$ cat src/rtl/int_ctrl_if.sv
`default_nettype none
// ============================================================================
// Module   : int_ctrl_if
// Brief    : Configuration register port and INT/ack/eoi handshake bundle.
// Revision : 1.0
// ============================================================================
interface int_ctrl_if;
    logic        cfg_we;
    logic [1:0]  cfg_addr;
    logic [31:0] cfg_wdata;
    logic [31:0] cfg_rdata;
    logic        INT;
    logic        int_ack;
    logic [31:0] int_vec;
    logic [3:0]  int_id;
    logic        eoi;

    // Controller side
    modport master (
        input  cfg_we, cfg_addr, cfg_wdata, int_ack, eoi,
        output cfg_rdata, INT, int_vec, int_id
    );

    // Processor / decode side
    modport slave (
        output cfg_we, cfg_addr, cfg_wdata, int_ack, eoi,
        input  cfg_rdata, INT, int_vec, int_id
    );
endinterface
`default_nettype wire

$ cat src/rtl/int_ctrl.sv
`default_nettype none
// ============================================================================
// Module   : int_ctrl
// Brief    : Edge-triggered, masked, fixed-priority interrupt controller.
//            Define INT_NESTED_EN to let higher-priority sources preempt.
// Revision : 1.0
// ============================================================================
module int_ctrl #(
    parameter int          NUM_SRC    = 8,
    parameter logic [31:0] VEC_BASE   = 32'h0000_0100,
    parameter int          VEC_STRIDE = 4
) (
    input  logic               clk,
    input  logic               rst,
    input  logic [NUM_SRC-1:0] irq_in,
    int_ctrl_if.master         bus
);

    localparam logic [1:0] c_ADDR_MASK   = 2'd0;
    localparam logic [1:0] c_ADDR_PEND   = 2'd1;
    localparam logic [1:0] c_ADDR_INSERV = 2'd2;
    localparam logic [1:0] c_ADDR_STATUS = 2'd3;

    localparam logic [0:0] c_ST_IDLE = 1'b0;
    localparam logic [0:0] c_ST_REQ  = 1'b1;

    logic [0:0]         r_state;
    logic [0:0]         w_state_nxt;
    logic [NUM_SRC-1:0] r_irq_prev;
    logic [NUM_SRC-1:0] r_mask;
    logic [NUM_SRC-1:0] r_pending;
    logic [NUM_SRC-1:0] r_inservice;
    logic [3:0]         r_int_id;
    logic [31:0]        r_int_vec;

    logic [NUM_SRC-1:0] w_edge;
    logic [NUM_SRC-1:0] w_w1c;
    logic [NUM_SRC-1:0] w_mask_nxt;
    logic [NUM_SRC-1:0] w_pending_nxt;
    logic [NUM_SRC-1:0] w_inservice_nxt;
    logic [NUM_SRC-1:0] w_id_onehot;
    logic [NUM_SRC-1:0] w_ack_set;
    logic [NUM_SRC-1:0] w_eoi_clr;
    logic               w_ack_fire;
    logic               w_cand_vld;
    logic [3:0]         w_cand;
    logic               w_blocked;
    logic [31:0]        w_vec;
    logic               w_latch;
    logic [31:0]        w_rdata;
    logic               w_unused;

    assign w_unused = ^bus.cfg_wdata;

    // Register-port decode and next values of the tracking vectors
    always_comb begin
        w_edge      = irq_in & ~r_irq_prev;
        w_w1c       = '0;
        w_mask_nxt  = r_mask;
        if (bus.cfg_we && (bus.cfg_addr == c_ADDR_PEND)) begin
            w_w1c = bus.cfg_wdata[NUM_SRC-1:0];
        end
        if (bus.cfg_we && (bus.cfg_addr == c_ADDR_MASK)) begin
            w_mask_nxt = bus.cfg_wdata[NUM_SRC-1:0];
        end
        w_id_onehot = NUM_SRC'(1) << r_int_id;
        w_ack_fire  = (r_state == c_ST_REQ) && bus.int_ack;
        w_ack_set   = w_ack_fire ? w_id_onehot : '0;
        // Set wins over any clear in the same cycle
        w_pending_nxt = (r_pending & ~(w_w1c | w_ack_set)) | w_edge;
        // eoi retires the lowest set in-service bit of the pre-ack value
        w_eoi_clr = bus.eoi ? (r_inservice & (~r_inservice + NUM_SRC'(1))) : '0;
        w_inservice_nxt = (r_inservice & ~w_eoi_clr) | w_ack_set;
    end

    // Fixed-priority candidate and its eligibility against in-service state
    always_comb begin
        w_cand_vld = 1'b0;
        w_cand     = 4'd0;
        for (int i = NUM_SRC - 1; i >= 0; i--) begin
            if (r_pending[i] && r_mask[i]) begin
                w_cand_vld = 1'b1;
                w_cand     = 4'(i);
            end
        end
        w_blocked = 1'b0;
`ifdef INT_NESTED_EN
        for (int j = 0; j < NUM_SRC; j++) begin
            if (r_inservice[j] && (4'(j) <= w_cand)) begin
                w_blocked = 1'b1;
            end
        end
`else
        w_blocked = |r_inservice;
`endif
        w_vec = VEC_BASE + (32'(w_cand) * 32'(VEC_STRIDE));
    end

    always_ff @(posedge clk) begin
        if (rst) begin
            r_state <= c_ST_IDLE;
        end else begin
            r_state <= w_state_nxt;
        end
    end

    // Withdraw looks at next-cycle pending/mask so INT drops right after the write
    always_comb begin
        w_state_nxt = r_state;
        w_latch     = 1'b0;
        case (r_state)
            c_ST_IDLE: begin
                if (w_cand_vld && !w_blocked) begin
                    w_state_nxt = c_ST_REQ;
                    w_latch     = 1'b1;
                end
            end
            c_ST_REQ: begin
                if (bus.int_ack) begin
                    w_state_nxt = c_ST_IDLE;
                end else if (!(|(w_pending_nxt & w_mask_nxt & w_id_onehot))) begin
                    w_state_nxt = c_ST_IDLE;
                end
            end
            default: w_state_nxt = c_ST_IDLE;
        endcase
    end

    always_ff @(posedge clk) begin
        if (rst) begin
            r_irq_prev  <= '0;
            r_mask      <= '0;
            r_pending   <= '0;
            r_inservice <= '0;
            r_int_id    <= 4'd0;
            r_int_vec   <= 32'd0;
        end else begin
            r_irq_prev  <= irq_in;
            r_mask      <= w_mask_nxt;
            r_pending   <= w_pending_nxt;
            r_inservice <= w_inservice_nxt;
            if (w_latch) begin
                r_int_id  <= w_cand;
                r_int_vec <= w_vec;
            end
        end
    end

    always_comb begin
        w_rdata = 32'd0;
        case (bus.cfg_addr)
            c_ADDR_MASK:   w_rdata[NUM_SRC-1:0] = r_mask;
            c_ADDR_PEND:   w_rdata[NUM_SRC-1:0] = r_pending;
            c_ADDR_INSERV: w_rdata[NUM_SRC-1:0] = r_inservice;
            c_ADDR_STATUS: w_rdata = {27'd0, (r_state == c_ST_REQ), r_int_id};
            default:       w_rdata = 32'd0;
        endcase
    end

    assign bus.cfg_rdata = w_rdata;
    assign bus.INT       = (r_state == c_ST_REQ);
    assign bus.int_id    = r_int_id;
    assign bus.int_vec   = r_int_vec;

endmodule
`default_nettype wire

$ cat src/flat_wrapper.sv
// flat-port wrapper written by rule: the top's interface ports become plain ports
module int_ctrl_flat 
#(
    parameter int          NUM_SRC    = 8,
    parameter logic [31:0] VEC_BASE   = 32'h0000_0100,
    parameter int          VEC_STRIDE = 4
)
  (clk, rst, irq_in, bus_cfg_we, bus_cfg_addr, bus_cfg_wdata, bus_int_ack, bus_eoi, bus_cfg_rdata, bus_INT, bus_int_vec, bus_int_id);
  int_ctrl_if bus_i ();
  input  logic clk;
  input  logic rst;
  input  logic [NUM_SRC-1:0] irq_in;
  input wire logic [$bits(bus_i.cfg_we)-1:0] bus_cfg_we;
  input wire logic [$bits(bus_i.cfg_addr)-1:0] bus_cfg_addr;
  input wire logic [$bits(bus_i.cfg_wdata)-1:0] bus_cfg_wdata;
  input wire logic [$bits(bus_i.int_ack)-1:0] bus_int_ack;
  input wire logic [$bits(bus_i.eoi)-1:0] bus_eoi;
  output wire logic [$bits(bus_i.cfg_rdata)-1:0] bus_cfg_rdata;
  output wire logic [$bits(bus_i.INT)-1:0] bus_INT;
  output wire logic [$bits(bus_i.int_vec)-1:0] bus_int_vec;
  output wire logic [$bits(bus_i.int_id)-1:0] bus_int_id;
  assign bus_i.cfg_we = bus_cfg_we;
  assign bus_i.cfg_addr = bus_cfg_addr;
  assign bus_i.cfg_wdata = bus_cfg_wdata;
  assign bus_i.int_ack = bus_int_ack;
  assign bus_i.eoi = bus_eoi;
  assign bus_cfg_rdata = bus_i.cfg_rdata;
  assign bus_INT = bus_i.INT;
  assign bus_int_vec = bus_i.int_vec;
  assign bus_int_id = bus_i.int_id;
  int_ctrl #(.NUM_SRC(NUM_SRC), .VEC_BASE(VEC_BASE), .VEC_STRIDE(VEC_STRIDE)) u_core (.clk(clk), .rst(rst), .irq_in(irq_in), .bus(bus_i));
endmodule
$ cat config.mk
export PLATFORM = sky130hd
export DESIGN_NAME = int_ctrl_flat
export DESIGN_NICKNAME = d
export VERILOG_FILES = /design/src/rtl/int_ctrl_if.sv /design/src/rtl/int_ctrl.sv /design/src/flat_wrapper.sv
export SDC_FILE = /design/constraint.sdc
export NUM_CORES = 1
export LEC_CHECK = 0
export CAP_MARGIN = 20
export CORE_MARGIN = 2
export CORE_UTILIZATION = 55
export CTS_CLUSTER_DIAMETER = 30
export CTS_CLUSTER_SIZE = 20
export DETAILED_ROUTE_END_ITERATION = 16
export DONT_BUFFER_PORTS = 1
export GPL_ROUTABILITY_DRIVEN = 0
export MAX_ROUTING_LAYER = met4
export PLACE_DENSITY = 0.7
export RECOVER_POWER = 50
export SYNTH_ARGS = -nofsm -noshare
export SYNTH_HDL_FRONTEND = slang
export SYNTH_SLANG_ARGS = --single-unit
$ cat constraint.sdc
create_clock -name clk -period 4.6 [get_ports clk]
set_input_delay 0.46 -clock clk [delete_from_list [all_inputs] [get_ports clk]]
set_output_delay 0.46 -clock clk [all_outputs]
set_load 0.005 [all_outputs]
==> flow_summary.ini <==
[routing]
detail-route-antenna-nets = 0
total_number_of_vias = 1646
initialDrtViolationCount = 106
detail_route.drc_violations = 0
route.detailed.vias_per_inst = 5.344
route.final.wire_length_um = 4608
wl_per_cell_um = 14.96
dr.pass1.iters = 5

[clock_network]
cts-root-to-sink-buffers = 2
clkTransAtPathRegs_ps = 70
clkLatencyLatePin_ps = 290
post-cts-setup-buffers = 0
cts_repair_resize_count = 0
postCtsHoldBufs = 0
ctsRootBufferMaster = sky130_fd_sc_hd__clkbuf_8
cts-htree-levels = 2
numCtsBuffers = 5
tritoncts = done
tritoncts_num_sinks = 37

[final_layout]
antennaDiodeCount = 0
finish.utilization_pct = 53.16
filler_cell_count = 375
drive_gt1_share_pct = 5.426
nets = 304
final_common_cell = sky130_fd_sc_hd__conb_1
most_frequent_cells_in_the_layout = sky130_fd_sc_hd__conb_1, sky130_fd_sc_hd__dfxtp_1, sky130_fd_sc_hd__nand2_1
flow.area_growth_from_synthesis_pct = -6.215

[setup_path]
rr_worst_depth = 5
path_class = primary input to register
worst_r2r_src = u_core.bus.int_vec[4]
crit_chain = nor3b_1, mux2i_1, a2111oi_0, nor4b_1, a221oi_1
cp_data_required_time_ps = 4790
setup.worst_path.start_class = primary input
regToRegEndpoint = u_core.bus.INT
max_fanout_on_critical_path = 12
worstSetupStartpoint = bus_cfg_addr[1]
slowest_delay_ps = 1290
worst_endpoint_data_arrival_time_ps = 3040
cp_slowest_cell = sky130_fd_sc_hd__nor3b_1
worst-r2r-setup-slack_ps = 2440
critPathCaptureType = register

[timing]
finalSetupViolCount = 0
setup_repair_after_global_routing_missed_its_margin = false
finClkSkew_ps = 3.629
max_freq_mhz = 350.4
finalHoldViolCount = 0
final_period_minus_worst_setup_slack_ps = 2854
drv_slew = 9
worst_case_headroom_to_the_max_slew_limit_pct = -12.34
final.period_utilization_pct = 62.04
worst-slew-pin-transition_ps = 1681
fin_setup_tns_ps = 0

[min_path]
end_point_of_the_most_critical_hold_path = u_core.r_irq_prev[2]
hold_class = primary input to register
worst_hold_path.num_cells = 1
hold_path.startpoint = rst

[global_route]
remaining_global_route_overflow = 0
grt_max_degree = 38
grt_antenna_before_repair = 0
globalRouteMet1Util_pct = 28.40
grt_pass1_vias = 1439
grt_usage_pct = 22.27
grt_use_met3_pct = 6.833
global_route_wire_length_before_repair_um = 7279
globalRoute.busiestLayer = met2
gr_layer_usage_met2_pct = 32.23

[yosys]
fraction_of_the_yosys_area_taken_by_sequential_cells_pct = 33.15
synth_top_flop_cell = sky130_fd_sc_hd__dfxtp_1
post_synth_instance_area_sq_mm = 0.002235
netlist_instances = 265
synth_enable_flop_cells = 0
synthArstFlopShare_pct = 0
ys_types = 43
postSynthAreaPerCell_sq_um = 8.433
synthesis.yosys.warnings = 0
synth-seq-cells = 37

[floorplanning]
die-width_um = 67.74
ios = 116
fp.coreArea_sq_mm = 0.003943
core.rowCount = 23
initial_core_util_pct = 56.68
die_h_um = 67.74
area_of_the_die_sq_mm = 0.004589

[pwr]
total_leakage_power_nw = 0.8362
power_density_mw_per_mm2 = 297.0
ir_worst_vdd_mv = 0.1413

[status]
failing_checks = capacitance limit, slew limit
outcome = finished with violations

[placed_design]
port_buffers = 0
dp_hpwl_um = 3411

[job]
timing.max_cap.violations = 1
==> routing by layer <==
layer | wire length, um | part of all wire (%) | vias to the layer above
met1 | 1943 | 42 | 766
met3 | 460 | 10 | 8
met2 | 2114 | 46 | 82
met5 | 0 | 0 | -
li1 | - | - | 790
met4 | 90 | 2.0 | 0
==> cells in the mapped netlist (2+ instances only) <==
| cell type | n | area (sq um) |
|---|---|---|
| sky130_fd_sc_hd__buf_2 | 2 | 10.01 |
| sky130_fd_sc_hd__inv_1 | 5 | 18.77 |
| sky130_fd_sc_hd__nor2_1 | 16 | 60.06 |
| sky130_fd_sc_hd__a32o_1 | 3 | 30.03 |
| sky130_fd_sc_hd__a22oi_1 | 5 | 37.54 |
| sky130_fd_sc_hd__mux2i_1 | 11 | 110.1 |
| sky130_fd_sc_hd__clkbuf_1 | 7 | 26.28 |
| sky130_fd_sc_hd__a21oi_1 | 14 | 70.07 |
| sky130_fd_sc_hd__nand2b_1 | 5 | 31.28 |
| sky130_fd_sc_hd__buf_4 | 56 | 420.4 |
| sky130_fd_sc_hd__nor2b_1 | 15 | 93.84 |
| sky130_fd_sc_hd__dfxtp_1 | 37 | 740.7 |
| sky130_fd_sc_hd__a32oi_1 | 3 | 26.28 |
| sky130_fd_sc_hd__nand2_1 | 32 | 120.1 |
| sky130_fd_sc_hd__mux4_2 | 4 | 90.09 |
| sky130_fd_sc_hd__and3b_1 | 2 | 17.52 |
| sky130_fd_sc_hd__o211ai_1 | 2 | 15.01 |
| sky130_fd_sc_hd__mux2_2 | 2 | 22.52 |
| sky130_fd_sc_hd__o32ai_1 | 2 | 17.52 |
| sky130_fd_sc_hd__inv_2 | 2 | 7.510 |
| sky130_fd_sc_hd__nand3_1 | 9 | 45.04 |
| sky130_fd_sc_hd__a2111oi_0 | 2 | 17.52 |
| sky130_fd_sc_hd__o21ai_1 | 8 | 40.04 |
| sky130_fd_sc_hd__a31oi_1 | 2 | 12.51 |
==> where the power goes <==
group          total (W)  internal [W]  leakage (nW)  switching, W
Combinational  0.0000586     0.0000252         0.493     0.0000334
Clock           0.000216      0.000108        0.0395      0.000108
Sequential      0.000348      0.000334         0.303     0.0000144
Total           0.000622      0.000467         0.836      0.000156
==> stage by stage <==
| step | hold slack [ps] | instances | area, sq um | power (W) | setup WS [ps] |
|---|---|---|---|---|---|
| 2_1_floorplan | 442.1 | 317 | 2430 | 0.0004421 | 2846 |
| 3_3_place_gp | 451.2 | 300 | 2021 | 0.0004118 | 2172 |
| 3_5_place_dp | 454.1 | 300 | 2021 | 0.0004129 | 2072 |
| 4_1_cts | 231.0 | 308 | 2101 | 0.0006242 | 2374 |
| 5_1_grt | 228.2 | 308 | 2096 | 0.0006530 | 1506 |
| 6_report | 239.8 | 308 | 2096 | 0.0006224 | 1746 |
==> critical path: cells and delay by family <==
kind / cells / cell delay, ps
multiplexers: 1 / 270
AND/OR/NAND/NOR: 2 / 1400
AO/OA/AOI/OAI: 2 / 920
==> layout make-up <==
class | instances | area (sq um) | area share, %
Inverter | 7 | 26.28 | 1.254
Sequential cell | 37 | 740.7 | 35.34
Tap cell | 50 | 62.56 | 2.985
Clock buffer | 8 | 80.08 | 3.821
Multi-Input combinational cell | 206 | 1186 | 56.60
==> registers in the layout (all words and copies together) (netlist names) <==
signal	cells
u_core.r_irq_prev	8
u_core.r_pending	8
u_core.bus.INT	1
u_core.r_mask	8
u_core.bus.int_vec	4
u_core.r_inservice	8
==> worst max path at each step <==
stage                           to  slack, ps
floorplan           u_core.bus.INT       2850
global placement    u_core.bus.INT       2170
detailed placement  u_core.bus.INT       2070
CTS                 u_core.bus.INT       2370
global route        u_core.bus.INT       1510
finish              u_core.bus.INT       1750
==> cell families (layout without fill, tap and decap cells) <==
| family | count (synthesis) | after routing | share of synthesized area, % |
|---|---|---|---|
| other cells | 1 | 53 | 0.1678 |
| buf+inv | 74 | 15 | 22.28 |
| flops | 37 | 37 | 33.15 |
| mux | 17 | 17 | 9.967 |
| compound gates | 50 | 50 | 15.17 |
| simple gates | 86 | 86 | 19.26 |
No activity file was read; power rests on OpenSTA's default activity.
